## src/rtl/swap_datapath.sv

```systemverilog
// swap_datapath: three-register datapath driven by the register-swap controller.
// A shared bus carries one register selected by H1..H3; C1..C3 capture the bus.
// A passive checker tracks the T1 -> T2 -> T3 swap sequence, counts completed
// swaps and flags illegal strobe combinations. An external port presets the
// registers while no strobe is active.
//
// Output signalling: valid is a one-cycle pulse with no ready/back-pressure.
// It is high for exactly the cycle after the edge that sampled a legal T3 that
// closed a swap. swap_cnt is already updated in that same cycle. ld_rej is
// likewise a one-cycle pulse following a rejected ext_ld.
module swap_datapath #(
    parameter int WIDTH = 8
) (
    input  logic             clk,
    input  logic             reset,
    input  logic             H1,
    input  logic             H2,
    input  logic             H3,
    input  logic             C1,
    input  logic             C2,
    input  logic             C3,
    input  logic             Done,
    input  logic             ext_ld,
    input  logic [1:0]       ext_sel,
    input  logic [WIDTH-1:0] ext_data,
    output logic [WIDTH-1:0] R1_q,
    output logic [WIDTH-1:0] R2_q,
    output logic [WIDTH-1:0] R3_q,
    output logic [WIDTH-1:0] bus,
    output logic             conflict,
    output logic             order_err,
    output logic             ld_rej,
    output logic [7:0]       swap_cnt,
    output logic             valid,
    output logic [1:0]       chk_state_o
);

    typedef enum logic [1:0] {
        S_IDLE = 2'd0,
        S_P1   = 2'd1,
        S_P2   = 2'd2
    } chk_state_e;

    typedef enum logic [2:0] {
        CL_NONE = 3'd0,
        CL_T1   = 3'd1,
        CL_T2   = 3'd2,
        CL_T3   = 3'd3,
        CL_ILL  = 3'd4
    } strobe_class_e;

    // Strobe vector ordered {H1,H2,H3,C1,C2,C3,Done}.
    localparam logic [6:0] PAT_T1 = 7'b0100010;  // H2 & C3
    localparam logic [6:0] PAT_T2 = 7'b1000100;  // H1 & C2
    localparam logic [6:0] PAT_T3 = 7'b0011001;  // H3 & C1 & Done

    chk_state_e      state_q, state_d;
    strobe_class_e   cls;
    logic [6:0]      strobes;
    logic [1:0]      h_cnt;
    logic            one_h;
    logic            multi_h;
    logic            any_strobe;
    logic            load_ok;
    logic            swap_done;
    logic            seq_err;

    logic [WIDTH-1:0] r1_d, r2_d, r3_d;
    logic             conflict_q, order_err_q, ld_rej_q, valid_q;
    logic [7:0]       swap_cnt_q;

    assign strobes    = {H1, H2, H3, C1, C2, C3, Done};
    assign h_cnt      = {1'b0, H1} + {1'b0, H2} + {1'b0, H3};
    assign one_h      = (h_cnt == 2'd1);
    assign multi_h    = (h_cnt > 2'd1);
    assign any_strobe = |strobes;
    assign load_ok    = ext_ld && !any_strobe && (ext_sel != 2'b00);

    // Shared bus: only a single driver puts a register on it, otherwise zero.
    always_comb begin
        bus = '0;
        if (one_h) begin
            if (H1)      bus = R1_q;
            else if (H2) bus = R2_q;
            else         bus = R3_q;
        end
    end

    // Register next-state: bus capture under a single driver, or external preset.
    // A register driving and capturing at once reloads its own value.
    always_comb begin
        r1_d = R1_q;
        r2_d = R2_q;
        r3_d = R3_q;
        if (one_h) begin
            if (C1) r1_d = bus;
            if (C2) r2_d = bus;
            if (C3) r3_d = bus;
        end
        if (load_ok) begin
            case (ext_sel)
                2'b01:   r1_d = ext_data;
                2'b10:   r2_d = ext_data;
                2'b11:   r3_d = ext_data;
                default: ;
            endcase
        end
    end

    // Classify the strobes sampled at this edge.
    always_comb begin
        cls = CL_ILL;
        if (!any_strobe)             cls = CL_NONE;
        else if (strobes == PAT_T1)  cls = CL_T1;
        else if (strobes == PAT_T2)  cls = CL_T2;
        else if (strobes == PAT_T3)  cls = CL_T3;
    end

    // Checker next-state: advance on the expected step, hold on idle, else error.
    always_comb begin
        state_d   = state_q;
        swap_done = 1'b0;
        seq_err   = 1'b0;
        if (cls != CL_NONE) begin
            state_d = S_IDLE;
            seq_err = 1'b1;
            case (state_q)
                S_IDLE: if (cls == CL_T1) begin state_d = S_P1; seq_err = 1'b0; end
                S_P1:   if (cls == CL_T2) begin state_d = S_P2; seq_err = 1'b0; end
                S_P2:   if (cls == CL_T3) begin
                            state_d   = S_IDLE;
                            seq_err   = 1'b0;
                            swap_done = 1'b1;
                        end
                default: ;
            endcase
        end
    end

    // State and status registers; reset takes priority over every strobe.
    always_ff @(posedge clk) begin
        if (!reset) begin
            R1_q        <= '0;
            R2_q        <= '0;
            R3_q        <= '0;
            state_q     <= S_IDLE;
            conflict_q  <= 1'b0;
            order_err_q <= 1'b0;
            ld_rej_q    <= 1'b0;
            valid_q     <= 1'b0;
            swap_cnt_q  <= 8'd0;
        end else begin
            R1_q        <= r1_d;
            R2_q        <= r2_d;
            R3_q        <= r3_d;
            state_q     <= state_d;
            conflict_q  <= conflict_q | multi_h;
            order_err_q <= order_err_q | seq_err;
            ld_rej_q    <= ext_ld & any_strobe;
            valid_q     <= swap_done;
            if (swap_done) swap_cnt_q <= swap_cnt_q + 8'd1;
        end
    end

    assign conflict    = conflict_q;
    assign order_err   = order_err_q;
    assign ld_rej      = ld_rej_q;
    assign valid       = valid_q;
    assign swap_cnt    = swap_cnt_q;
    assign chk_state_o = state_q;

endmodule

```

## config.mk

```make
export PLATFORM = sky130hd
export DESIGN_NAME = swap_datapath
export DESIGN_NICKNAME = d
export VERILOG_FILES = /design/src/rtl/swap_datapath.sv
export SDC_FILE = /design/constraint.sdc
export NUM_CORES = 1
export LEC_CHECK = 0
export ABC_AREA = 1
export BUFFER_PORTS_ARGS = -buffer_cell sky130_fd_sc_hd__buf_2
export CORE_MARGIN = 2
export CORE_UTILIZATION = 35
export CTS_BUF_LIST = sky130_fd_sc_hd__clkbuf_4
export DETAILED_ROUTE_END_ITERATION = 10
export GPL_ROUTABILITY_DRIVEN = 0
export PLACE_DENSITY = 0.68
export SLEW_MARGIN = 20
export SYNTH_ARGS = -nofsm -noshare
export SYNTH_HDL_FRONTEND = slang
export SYNTH_SLANG_ARGS = --single-unit
```

## constraint.sdc

```tcl
create_clock -name clk -period 2.9 [get_ports clk]
set_input_delay 0.29 -clock clk [delete_from_list [all_inputs] [get_ports clk]]
set_output_delay 0.29 -clock clk [all_outputs]
set_load 0.05 [all_outputs]
```

==> summary by stage <==
Run status
The run finished with clean final reports.

Finish
The final core utilization is 44.50%. The library cells used most frequently in the layout, excluding fill and tap cells, are sky130_fd_sc_hd__nand2_1 (101), sky130_fd_sc_hd__buf_2 (65), sky130_fd_sc_hd__nand3_1 (48), sky130_fd_sc_hd__nor2_1 (46), sky130_fd_sc_hd__dfxtp_1 (38). The fraction of layout instances using a drive strength above 1 is 21.12%.

The final standard cell area without fillers is 0.002650 mm². The commonest non-fill, non-tap cell in the layout is sky130_fd_sc_hd__nand2_1. The total inserted antenna cells is 0. At the end of the flow, the number of nets in the layout was 433.

The area added between synthesis and finish is 22.43%.

Min path
The worst hold path terminates at R1_q[2]$_SDFF_PN0_. The worst hold path was traced through 3 stages. The class of the tightest hold or removal check is primary input to flip-flop. In this run the most critical hold path is launched from ext_data[2].

GRT
The via count of the first global-routing pass is 2110. The initial antenna violation count is 0. Summed over all layers, the global routing overflow is 0. Entering global routing, the biggest net connects 33 pins.

The combined global-route utilization of all metal layers is 19.34%. For this run, global-route usage on met1 was measured as 25.50%. Global routing used 31.29% of the available met2 tracks.

met2 is the most crowded layer. In the global route stage, met3 resource usage came out at 4.239%. The first global-routing pass estimated 10.09 mm of wire.

CTS
The CTS sink count is 38. Buffers inserted during clock tree synthesis total 5. CTS placed an instance of sky130_fd_sc_hd__clkbuf_4 at the clock tree root.

The clock input transition at the sequential cells of the worst setup and hold paths is 0.12 ns. Post-CTS repair changed the size of 0 cells. The H-tree was split into 2 levels.

The clock tree from TritonCTS is built. After clock tree synthesis, the flow added hold-fix buffers numbering 0. Clock latency on the worst-skew pair, taken at its later pin, is 0.35 ns. The number of buffers inserted by post-CTS setup repair is 0. No sink is reached through more buffers than the 2 on the longest clock path.

Worst setup path
The category of the worst setup path capture point is an output pin. The worst setup path is launched from a primary input. The worst setup path category is primary input to output pin. The capturing point of the worst reg2reg path is swap_cnt[0]$_SDFFE_PN0P_. The number of cells on the worst reg-to-reg path is 7.

Across all register-to-register paths, the minimum setup slack is 1.16 ns. The data arrival at the endpoint of the critical path is 2.17 ns. The data required time at the worst endpoint is 2.61 ns.

In this run the critical register-to-register path is launched from chk_state_o[1]$_SDFFE_PN0P_. In this run the worst path has a maximum fanout of 12.

Detailed routing
The total via count after detailed routing is 2414. The post-detailed-route via-to-cell ratio is 4.957. The first detailed-routing pass took 5 iterations.

The wire length per cell is 13.04 µm. The number of DRC markers after the initial detailed-route iteration is 162. In this run the remaining antenna-violating nets after routing total 0. After detailed routing, the number of remaining DRC violations is 0.

The routed wire length is 6.349 mm.

Synth
The post-synthesis net count is 368. In the post-synthesis netlist, the biggest area contributors are sky130_fd_sc_hd__dfxtp_1 (35%), sky130_fd_sc_hd__nand2_1 (18%), sky130_fd_sc_hd__nand3_1 (11%). Counting flops and latches in the post-synthesis netlist gives 38.

The largest area contributor in the netlist is sky130_fd_sc_hd__dfxtp_1. The share of Yosys cell area claimed by the top area cell type is 35.14%. The cell count after synthesis came out at 346. Sequential elements use 35.14% of the synthesized area. Synthesis instantiated 24 different standard cells from the library. Yosys printed 0 warnings. Summing every instance area after synthesis gives 0.002165 mm².

A synthesized cell averages 6.256 µm².

STA
The final critical path takes up 84.92% of the cycle. In this run the tightest slew margin relative to its limit is 62.85%. The number of max-slew violations in the final report is 0.

Once routing completed, OpenROAD measured the worst setup slack at 0.4374 ns. The setup TNS after final layout is 0 ns. The clock arrives with 0.01315 ns of skew. For the pin with the worst max-slew slack, the measured transition is 0.5573 ns. Setup violations remaining at the end of the flow were counted as 0. Final hold analysis gives a worst-case slack of 0.1840 ns. Setup repair after global routing left no endpoint under its margin.

The worst path needs 2.463 ns of the cycle, external delays included. The hold violation count in the final report is 0. Derived from the worst setup path, the maximum achievable clock frequency is 406.1 MHz.

Floorplanning
For this configuration, the core starts out at a cell density of 36.34%. For this design the top-level I/O count stands at 66. The floorplan step set the die width to 82.64 µm.

The floorplan step defined a die boundary enclosing 0.006829 mm². In this run the core area contains 28 standard-cell rows. In this run the standard cell core region covers 0.005956 mm².

The floorplan step set the die height to 82.64 µm.

Power
Summed over all cells, the static leakage comes to 1.439 nW. VDD sags by at most 0.2117 mV. Power spread over the standard cell area amounts to 458.6 mW/mm².

Placement
The total half-perimeter wirelength after legalization and detailed placement is 4.386 mm. The worst setup slack after placement is 0.4968 ns. The placed standard-cell area is 0.002549 mm². The count of buffers added on input and output ports is 65.

Job
The tool flagged a number of max-cap violations equal to 0.
[per-stage QoR]
step           total power [mW]  cells
2_1_floorplan            0.7170    346
3_3_place_gp             0.7794    479
3_5_place_dp             0.7806    479
4_1_cts                   1.224    487
5_1_grt                   1.266    487
6_report                  1.215    487
[where the power goes]
| part | leakage (nW) | switching (mW) | internal [mW] | total, mW |
|---|---|---|---|---|
| clock network | 0.0528 | 0.178 | 0.266 | 0.444 |
| logic | 1.08 | 0.170 | 0.0573 | 0.227 |
| registers | 0.308 | 0.00963 | 0.535 | 0.545 |
| total | 1.44 | 0.358 | 0.858 | 1.22 |
[worst max-delay path: stages]
cell	delay, ns
sky130_fd_sc_hd__buf_2	0.25
sky130_fd_sc_hd__clkinv_1	0.17
sky130_fd_sc_hd__fa_1	0.48
sky130_fd_sc_hd__inv_1	0.07
sky130_fd_sc_hd__nand2_1	0.23
sky130_fd_sc_hd__nor2_1	0.26
sky130_fd_sc_hd__nand2_1	0.08
sky130_fd_sc_hd__inv_1	0.08
sky130_fd_sc_hd__buf_2	0.26
[worst max path at each step]
stage | cells past startpoint | start | to
finish | 9 | H2 | bus[3]
global route | 9 | H2 | bus[1]
CTS | 9 | H2 | bus[5]
detailed placement | 9 | H2 | bus[5]
global placement | 9 | H2 | bus[0]
floorplan | 8 | H1 | bus[0]
[area by class of cell]
| cell class | count | area [µm²] |
|---|---|---|
| fillers | 635 | 3306 |
| multi-input cells | 257 | 1192 |
| flip-flops and latches | 38 | 760.7 |
| repair buffers | 68 | 347.8 |
| inverters | 41 | 153.9 |
| well taps | 75 | 93.84 |
| clock inverters | 3 | 63.81 |
| clock buffers | 5 | 37.54 |
[flip-flops by register name (all words and copies together), names as in the netlist]
| name | flops |
|---|---|
| R1_q | 8 |
| R2_q | 8 |
| R3_q | 8 |
| chk_state_o | 2 |
| conflict | 1 |
| ld_rej | 1 |
| order_err | 1 |
| swap_cnt | 8 |
| valid | 1 |
[kinds of logic (layout without fill, tap and decap cells)]
kind of cell,count (synthesis),after routing,share of synthesized area (%)
compound gates,47,47,10.98
xor+xnor,1,1,0.4047
fa+ha+maj,2,2,1.503
buf+inv,51,117,9.768
flops,38,38,35.14
simple gates,207,207,42.20
[cell usage after synthesis]
| library cell | n |
|---|---|
| sky130_fd_sc_hd__clkinv_1 | 1 |
| sky130_fd_sc_hd__nand2_1 | 101 |
| sky130_fd_sc_hd__nand3_1 | 48 |
| sky130_fd_sc_hd__fa_1 | 1 |
| sky130_fd_sc_hd__a21oi_1 | 34 |
| sky130_fd_sc_hd__nor2_2 | 3 |
| sky130_fd_sc_hd__inv_2 | 3 |
| sky130_fd_sc_hd__inv_1 | 37 |
| sky130_fd_sc_hd__nor2_8 | 1 |
| sky130_fd_sc_hd__buf_6 | 1 |
| sky130_fd_sc_hd__nand2_2 | 2 |
| sky130_fd_sc_hd__nor2_1 | 46 |
| sky130_fd_sc_hd__buf_2 | 4 |
| sky130_fd_sc_hd__a21boi_0 | 1 |
| sky130_fd_sc_hd__o21ai_0 | 4 |
| sky130_fd_sc_hd__o21ai_1 | 8 |
| sky130_fd_sc_hd__clkbuf_1 | 3 |
| sky130_fd_sc_hd__nand4_1 | 2 |
| sky130_fd_sc_hd__nor3_1 | 1 |
| sky130_fd_sc_hd__buf_4 | 2 |
| sky130_fd_sc_hd__dfxtp_1 | 38 |
| sky130_fd_sc_hd__nand3_4 | 3 |
| sky130_fd_sc_hd__xor2_1 | 1 |
| sky130_fd_sc_hd__ha_1 | 1 |
[layer usage]
metal	vias to the layer above	part of all wire, %	wire length [µm]
met3	9	8.3	525
met1	1052	43	2751
met4	0	1.3	80
met5	-	0	0
met2	113	47	2991
li1	1240	-	-
Power figures use the tool's default switching activity.
